## src/rtl/adc_spi_rd.sv

```systemverilog
// Periodic 16-bit SPI (mode 0, MSB first) ADC reader.
// Captured sample is presented on data_o with a data_av_o strobe held AV_HOLD cycles.
module adc_spi_rd #(
  parameter int unsigned CLK_DIV       = 4,
  parameter int unsigned SAMPLE_PERIOD = 200,
  parameter int unsigned AV_HOLD       = 2
) (
  input  logic        clk_i,
  input  logic        rst_i,
  input  logic        en_i,
  input  logic        miso_i,
  output logic        sclk_o,
  output logic        cs_n_o,
  output logic [15:0] data_o,
  output logic        data_av_o,
  output logic        busy_o,
  output logic        missed_o
);

  localparam int unsigned TW = $clog2(SAMPLE_PERIOD);
  localparam logic [TW-1:0] TMR_LAST = TW'(SAMPLE_PERIOD - 1);
  localparam logic [7:0]    DIV_LAST = 8'(CLK_DIV - 1);
  localparam logic [3:0]    AV_LAST  = 4'(AV_HOLD - 1);

  typedef enum logic [2:0] {
    ST_IDLE     = 3'd0,
    ST_CS_SETUP = 3'd1,
    ST_SHIFT    = 3'd2,
    ST_CS_HOLD  = 3'd3,
    ST_PRESENT  = 3'd4,
    ST_WAIT     = 3'd5
  } state_t;

  state_t        state_r, state_s;
  logic [7:0]    div_r, div_s;
  logic [4:0]    half_r, half_s;
  logic [3:0]    av_cnt_r, av_cnt_s;
  logic [TW-1:0] timer_r, timer_s;
  logic [15:0]   shift_r, shift_s;
  logic [15:0]   data_r, data_s;
  logic          miso_meta_r, miso_s_r;
  logic          tick_s, missed_s;
  logic          sclk_s, cs_n_s, av_s, busy_s;
  logic          sclk_r, cs_n_r, data_av_r, busy_r, missed_r;

  assign tick_s = en_i && (timer_r == TMR_LAST);

  // Two-flop synchronizer for the asynchronous ADC data line
  always_ff @(posedge clk_i) begin
    if (rst_i) begin
      miso_meta_r <= 1'b0;
      miso_s_r    <= 1'b0;
    end else begin
      miso_meta_r <= miso_i;
      miso_s_r    <= miso_meta_r;
    end
  end

  // Sample timer; an IDLE start realigns it so ticks land every P cycles after the start
  always_comb begin
    timer_s = timer_r;
    if (!en_i) begin
      timer_s = '0;
    end else if ((state_r == ST_IDLE) || (timer_r == TMR_LAST)) begin
      timer_s = '0;
    end else begin
      timer_s = timer_r + {{(TW-1){1'b0}}, 1'b1};
    end
  end

  // Next-state logic: frame sequencing, bit shifting and overrun detection
  always_comb begin
    state_s  = state_r;
    div_s    = div_r;
    half_s   = half_r;
    av_cnt_s = av_cnt_r;
    shift_s  = shift_r;
    data_s   = data_r;
    missed_s = 1'b0;
    case (state_r)
      ST_IDLE: begin
        if (en_i) begin
          state_s = ST_CS_SETUP;
          div_s   = 8'd0;
        end else begin
          state_s = ST_IDLE;
        end
      end
      ST_CS_SETUP: begin
        missed_s = tick_s;
        if (div_r == DIV_LAST) begin
          state_s = ST_SHIFT;
          div_s   = 8'd0;
          half_s  = 5'd0;
        end else begin
          div_s = div_r + 8'd1;
        end
      end
      ST_SHIFT: begin
        missed_s = tick_s;
        if (div_r == DIV_LAST) begin
          div_s = 8'd0;
          // odd half-periods are SCLK high; capture at their last cycle
          if (half_r[0]) begin
            shift_s = {shift_r[14:0], miso_s_r};
          end else begin
            shift_s = shift_r;
          end
          if (half_r == 5'd31) begin
            state_s = ST_CS_HOLD;
          end else begin
            half_s = half_r + 5'd1;
          end
        end else begin
          div_s = div_r + 8'd1;
        end
      end
      ST_CS_HOLD: begin
        missed_s = tick_s;
        if (div_r == DIV_LAST) begin
          state_s  = ST_PRESENT;
          div_s    = 8'd0;
          av_cnt_s = 4'd0;
          data_s   = shift_r;
        end else begin
          div_s = div_r + 8'd1;
        end
      end
      ST_PRESENT: begin
        missed_s = tick_s;
        if (av_cnt_r == AV_LAST) begin
          state_s = ST_WAIT;
        end else begin
          av_cnt_s = av_cnt_r + 4'd1;
        end
      end
      ST_WAIT: begin
        if (!en_i) begin
          state_s = ST_IDLE;
        end else if (tick_s) begin
          state_s = ST_CS_SETUP;
          div_s   = 8'd0;
        end else begin
          state_s = ST_WAIT;
        end
      end
      default: begin
        state_s = ST_IDLE;
      end
    endcase
  end

  // Output decode from the upcoming state so every output is a flop
  always_comb begin
    sclk_s = (state_s == ST_SHIFT) && half_s[0];
    cs_n_s = !((state_s == ST_CS_SETUP) || (state_s == ST_SHIFT) || (state_s == ST_CS_HOLD));
    av_s   = (state_s == ST_PRESENT);
    busy_s = !cs_n_s || av_s;
  end

  // State, counters and registered outputs
  always_ff @(posedge clk_i) begin
    if (rst_i) begin
      state_r   <= ST_IDLE;
      div_r     <= 8'd0;
      half_r    <= 5'd0;
      av_cnt_r  <= 4'd0;
      timer_r   <= '0;
      shift_r   <= 16'h0000;
      data_r    <= 16'h0000;
      sclk_r    <= 1'b0;
      cs_n_r    <= 1'b1;
      data_av_r <= 1'b0;
      busy_r    <= 1'b0;
      missed_r  <= 1'b0;
    end else begin
      state_r   <= state_s;
      div_r     <= div_s;
      half_r    <= half_s;
      av_cnt_r  <= av_cnt_s;
      timer_r   <= timer_s;
      shift_r   <= shift_s;
      data_r    <= data_s;
      sclk_r    <= sclk_s;
      cs_n_r    <= cs_n_s;
      data_av_r <= av_s;
      busy_r    <= busy_s;
      missed_r  <= missed_s;
    end
  end

  assign sclk_o    = sclk_r;
  assign cs_n_o    = cs_n_r;
  assign data_o    = data_r;
  assign data_av_o = data_av_r;
  assign busy_o    = busy_r;
  assign missed_o  = missed_r;

endmodule

```

## config.mk

```make
export PLATFORM = sky130hd
export DESIGN_NAME = adc_spi_rd
export DESIGN_NICKNAME = d
export VERILOG_FILES = /design/src/rtl/adc_spi_rd.sv
export SDC_FILE = /design/constraint.sdc
export NUM_CORES = 1
export LEC_CHECK = 0
export BUFFER_PORTS_ARGS = -buffer_cell sky130_fd_sc_hd__buf_2
export CORE_MARGIN = 2
export CORE_UTILIZATION = 40
export DETAILED_ROUTE_END_ITERATION = 12
export PLACE_DENSITY = 0.53
export RECOVER_POWER = 100
export SETUP_SLACK_MARGIN = 0.05
export SYNTH_ARGS = -nofsm -noshare
export SYNTH_HDL_FRONTEND = slang
export SYNTH_SLANG_ARGS = --single-unit
```

## constraint.sdc

```tcl
create_clock -name clk_i -period 2.4 [get_ports clk_i]
set_input_delay 0.24 -clock clk_i [delete_from_list [all_inputs] [get_ports clk_i]]
set_output_delay 0.24 -clock clk_i [all_outputs]
set_load 0.03 [all_outputs]
```

After elaboration in Yosys (flattened, before gate mapping)
Cells that the tools add are included.
{"block": "classes", "add_sub_neg": 4, "eq_ne": 21, "muxes": 21, "bitwise_logic": 2, "reduce_logical": 20}
{"operator": "8-bit 2-to-1 mux", "n": 4}
{"operator": "8-bit case mux with 3 select lines", "n": 1}
{"operator": "3-bit 2-to-1 mux", "n": 7}
{"operator": "3-bit case mux with 6 select lines", "n": 1}
{"operator": "8-bit by 1-bit adder with 8-bit output, second input constant", "n": 2}
{"operator": "2-bit != test, second input constant", "n": 8}
{"operator": "5-bit 2-to-1 mux", "n": 3}
{"operator": "3-bit by 2-bit equality test with 1-bit output, second input constant", "n": 4}
{"operator": "5-bit case mux with 2 select lines", "n": 1}
{"operator": "3-bit equality test, second input constant", "n": 3}
{"operator": "8-bit by 2-bit equality test with 1-bit output, second input constant", "n": 1}
{"operator": "8-bit equality test, second input constant", "n": 1}
{"operator": "4-bit 2-to-1 mux", "n": 2}
{"operator": "4-bit case mux with 2 select lines", "n": 1}
{"operator": "4-bit AND reduction", "n": 2}
{"operator": "3-bit by 1-bit equality test with 1-bit output, second input constant", "n": 2}
{"operator": "3-bit AND reduction", "n": 2}
{"operator": "3-bit OR reduction", "n": 2}
{"operator": "5-bit by 1-bit adder with 5-bit output, second input constant", "n": 1}
{"operator": "5-bit equality test, second input constant", "n": 1}
{"operator": "4-bit by 1-bit adder with 4-bit output, second input constant", "n": 1}
{"operator": "4-bit by 1-bit equality test with 1-bit output, second input constant", "n": 1}
{"operator": "1-bit logical OR", "n": 4}
{"operator": "2-bit nonzero test", "n": 2}
{"operator": "other kinds (9)", "n": 11}
{"block": "totals", "regBits": 67, "input_bits": 4, "output_inout_bits": 21, "elab_cells": 83}

Logic depth before layout (Yosys ltp)
{"block": "logic_depth", "ltp_word": 9, "mapped_depth": 8, "depth_no_buf": 8}

Worst setup path before layout
OpenSTA, ideal clock, no wires.
{"block": "synth_path", "path_kind": "reg-to-reg", "startpoint": "register half_r[0]", "endpoint": "register sclk_r, in the netlist sclk_o", "setup_ns": 0.123, "arrival_ns": 1.955, "required_time_ns": 2.277, "path_slack_ns": 0.322, "path_stages_with_launch": 9, "n_path_buf": 0, "period_less_slack_ns": 2.078, "cell_sequence": "dfxtp_1 -> ha_1 -> and3_1 -> ha_1 -> or3b_2 -> a21oi_1 -> nand2_1 -> a21oi_1 -> nor3b_2"}
{"block": "synth_between", "elab_chain_len": 6, "word_cells_on_any_way": 11, "classes_between": "1 x add/sub; 2 x eq/ne; 7 x mux; 1 x reduce/logical"}
{"item": "start: declaration", "line": "36", "rtl": "logic [4:0] half_r, half_s;"}
{"item": "start signal: assignment", "line": "179", "rtl": "half_r <= half_s;"}
{"item": "5-bit equality test", "line": "109", "rtl": "if (half_r == 5'd31) begin"}
{"item": "3-bit 2-to-1 mux", "line": "109"}
{"item": "3-bit 2-to-1 mux", "line": "101", "rtl": "if (div_r == DIV_LAST) begin"}
{"item": "3-bit case mux with 6 select lines", "line": "80", "rtl": "case (state_r)"}
{"item": "3-bit by 2-bit equality test with 1-bit output", "line": "155", "rtl": "sclk_s = (state_s == ST_SHIFT) && half_s[0];"}
{"item": "1-bit logical AND *", "line": "155"}
{"item": "end signal: assignment", "line": "184", "rtl": "sclk_r <= sclk_s;"}
{"item": "end: declaration", "line": "44", "rtl": "logic sclk_r, cs_n_r, data_av_r, busy_r, missed_r;"}
Every way passes the cells marked *; elsewhere a longest branch is shown, timed or not. The select of a mux whose other input is x is not followed.
A chain may end at the register's enable or synchronous reset.

Worst setup path in the final report
{"block": "layout_path", "startpoint": "register half_r[0]", "endpoint": "register half_r[0]"}
{"block": "layout_between", "elab_chain_len": 4, "word_cells_on_any_way": 6, "classes_between": "1 x add/sub; 1 x eq/ne; 4 x mux"}
{"item": "5-bit by 1-bit adder with 5-bit output or 5-bit equality test (tied branches)", "line": "112, 109"}
{"item": "5-bit 2-to-1 mux", "line": "109"}
{"item": "5-bit 2-to-1 mux", "line": "101"}
{"item": "5-bit case mux with 2 select lines *", "line": "80"}
Marked as above.

==> results by group <==
Status
  • Outcome: complete, no violations

Finish
  • Fin nets: 369
  • Core Util, Final: 0.471
  • Synth-to-Final Area Change: 13.8%
  • Most frequent cells in the layout: 74 x nand2_1, 67 x dfxtp_1, 43 x a21oi_1
  • Most common cell after layout, fill and taps aside: nand2_1
  • # diodes: 0
  • Layout cells sized above 1: 0.0937

Critical path
  • CP bufs+invs: 0
  • Critical-path cell list: ha_1, and3_1, ha_1, or3b_2, a21oi_2, nand2_1, a21oi_2, nor2_1
  • Max incr delay on CP: 0.46 ns
  • Worst path slowest cell: or3b_2
  • Kind of critical path: flip-flop to flip-flop
  • CP required: 2.60 ns
  • Worst setup SP type: flip-flop
  • R2r endpoint: half_r[0]$_SDFF_PP0_
  • Family with the most delay on the worst path: simple AND/OR/NAND/NOR gates
  • Reg2reg setup slack: 0.19 ns
  • Worst R2R Path Depth: 8
  • CP Depth: 8
  • Max FO, Critical Path: 7
  • R2R Path Start: half_r[0]$_SDFF_PP0_
  • CP arrival: 2.41 ns
  • CP endpoint kind: flip-flop

Synthesis
  • Yosys warns: 0
  • Share of flip-flops with an asynchronous set or reset: 0
  • FF+latch count, synth: 67
  • Distinct cells, synth: 48
  • Syn Nets: 342
  • Syn Area/Cell: 8.41 µm²
  • Post-Synthesis Cell Area: 2790 µm²
  • Post-Syn Instances: 332
  • Post-synthesis sequential area ratio: 0.480
  • Dominant synthesized flop cell: dfxtp_1
  • Number of synthesized flops with an enable pin: 0

Floorplanning
  • Die extent in y: 87.6 µm
  • Initial Util: 0.413
  • Core ar.: 6760 µm²
  • Die Footprint: 7670 µm²
  • DIE WIDTH: 87.6 µm
  • Top-Level Pins: 25
  • Site Rows: 30

Clocking
  • CTS max path bufs: 2
  • Clk pin slew, worst setup/hold paths: 0.07 ns
  • CTS H-tree lvls: 3
  • Worst-Skew Late Latency: 0.33 ns
  • # Post-CTS Setup Buffers: 0
  • Inserted Clock Buffers: 9
  • Clock root cell: clkbuf_8
  • Hold buffers post-CTS: 0
  • CTS tree: built
  • Clk sinks: 67

Route
  • First-pass DRT Iterations: 4
  • Vias: 2239
  • WL/cell: 12.4 µm
  • Post-route ant nets: 0
  • Drt drc: 0
  • WL final: 5510 µm
  • Routed vias/inst: 5.05
  • Initial DRC Count: 120

Placement
  • Port-buffer cells: 24
  • Routability cong.: 0.822
  • Post-DP HPWL: 3620 µm

Pwr
  • PD cells: 697 nW/µm²
  • Peak supply drop: 0.345 mV
  • Leak pwr: 1.08 nW

STA
  • Min cycle time layout: 2.21 ns
  • Setup violators final: 0
  • Final Hold Fails: 0
  • Skew final: 0.00852 ns
  • Final setup TNS: 0 ns
  • Fin crit share: 0.922
  • Tightest Pin Transition: 0.945 ns
  • FMAX: 452 MHz
  • Max-slew violation count: 0
  • Max-Slew Margin vs Limit: 0.370
  • RSZ-0062 raised after global routing: false

Worst hold path
  • HP Start: miso_i
  • Hold Path Depth: 2
  • Worst Hold Class: input pin to flip-flop
  • Hold EP: miso_meta_r$_SDFF_PP0_

Run
  • Maxcap violations: 0

GRT
  • Antenna violations before repair: 0
  • Vias in the first global route: 2036
  • Largest net degree at the start of global routing: 24
  • Tot GR Track Use: 0.156
  • First-pass GRT wire length: 9400 µm
  • GR Overflow Total: 0
==> layout make-up <==
class                      instances  area [µm²]
clock buffer                       9         124
sequential                        67        1340
multi-input combinational        243        1340
fill                             694        3580
tap                               80         100
inverter                           5        18.8
clock inverter                     6        91.3
timing repair buffer              33         169
==> synthesized netlist by cell type, types with 2 or more instances <==
master    instances  area share
nand2_1          74       0.099
dfxtp_1          67        0.48
a21oi_1          45       0.081
nor2_1           25       0.034
nand3_1          12       0.022
o21ai_0           8       0.014
and3_1            6       0.013
clkbuf_1          6      0.0081
ha_1              6       0.027
buf_2             5      0.0090
inv_1             5      0.0067
nor2b_1           5       0.011
nor3_1            5      0.0090
xnor2_1           5       0.016
xor2_1            5       0.016
nand2b_1          4      0.0090
or3_1             4      0.0090
or4_1             4       0.011
a31oi_1           3      0.0067
buf_4             3      0.0081
nand4_1           3      0.0067
a22oi_1           2      0.0054
buf_6             2      0.0081
nor3b_1           2      0.0054
o211ai_1          2      0.0054
or3b_2            2      0.0063
==> timing repair <==
item,CTS,global route
gates resized for setup,0,2
hold endpoints to repair,0,0
setup endpoints to repair,0,2
==> logic make-up after synthesis <==
group | count (synthesis) | share of synthesized area
xor gates and xnor gates | 10 | 0.0314
AOI/OAI and AO/OA | 72 | 0.152
and+or+nand+nor | 155 | 0.268
buffers and inverters | 22 | 0.0412
DFF | 67 | 0.480
adders and majority gates | 6 | 0.0269
==> worst register-to-register path, delay by kind of cell (launching register included) <==
| family | cells | cell delay (ns) |
|---|---|---|
| simple gates | 4 | 0.85 |
| flops | 1 | 0.38 |
| compound gates | 2 | 0.40 |
| fa+ha+maj | 2 | 0.45 |
==> routing by layer <==
metal,vias to the layer above,track usage,part of all wire
li1,1194,-,-
met1,1013,0.209,0.53
met2,24,0.240,0.43
met3,8,0.0283,0.025
met4,0,0.0839,0.018
met5,-,0,0
==> flip-flops by register name, indices dropped and copies added (netlist names) <==
signal / flops
data_o: 16
sclk_o: 1
cs_n_o: 1
timer_r: 8
div_r: 8
state_r: 3
miso_s_r: 1
data_av_o: 1
av_cnt_r: 4
miso_meta_r: 1
half_r: 5
shift_r: 16
busy_o: 1
missed_o: 1
==> report_power, final <==
group / leakage, nW / total, mW / internal [mW] / switching, mW
logic: 0.439 / 0.0817 / 0.0248 / 0.0569
clock network: 0.0975 / 1.00 / 0.580 / 0.424
registers: 0.541 / 1.13 / 1.12 / 0.00860
==> through the flow <==
stage	instances	hold slack [ns]	setup WS [ns]	power (mW)	cell area, µm²
5_1_grt	443	0.119	0.00934	2.30	3180
3_5_place_dp	428	0.422	0.150	1.24	3000
2_1_floorplan	332	0.368	0.322	1.21	2790
4_1_cts	443	0.100	0.138	2.25	3210
6_report	443	0.118	0.188	2.21	3180
3_3_place_gp	428	0.417	0.192	1.24	3000
==> how the worst max path moves through the flow <==
stage                                 endpoint                 start  slack, ns
after floorplan              sclk_o$_SDFF_PP0_  half_r[0]$_SDFF_PP0_       0.32
after detailed placement     sclk_o$_SDFF_PP0_  half_r[0]$_SDFF_PP0_       0.15
final                     half_r[0]$_SDFF_PP0_  half_r[0]$_SDFF_PP0_       0.19
after global routing      half_r[0]$_SDFF_PP0_  half_r[0]$_SDFF_PP0_      0.009
after CTS                    sclk_o$_SDFF_PP0_  half_r[0]$_SDFF_PP0_       0.14
after global placement       sclk_o$_SDFF_PP0_  half_r[0]$_SDFF_PP0_       0.19
No activity file was read; power rests on OpenSTA's default activity.
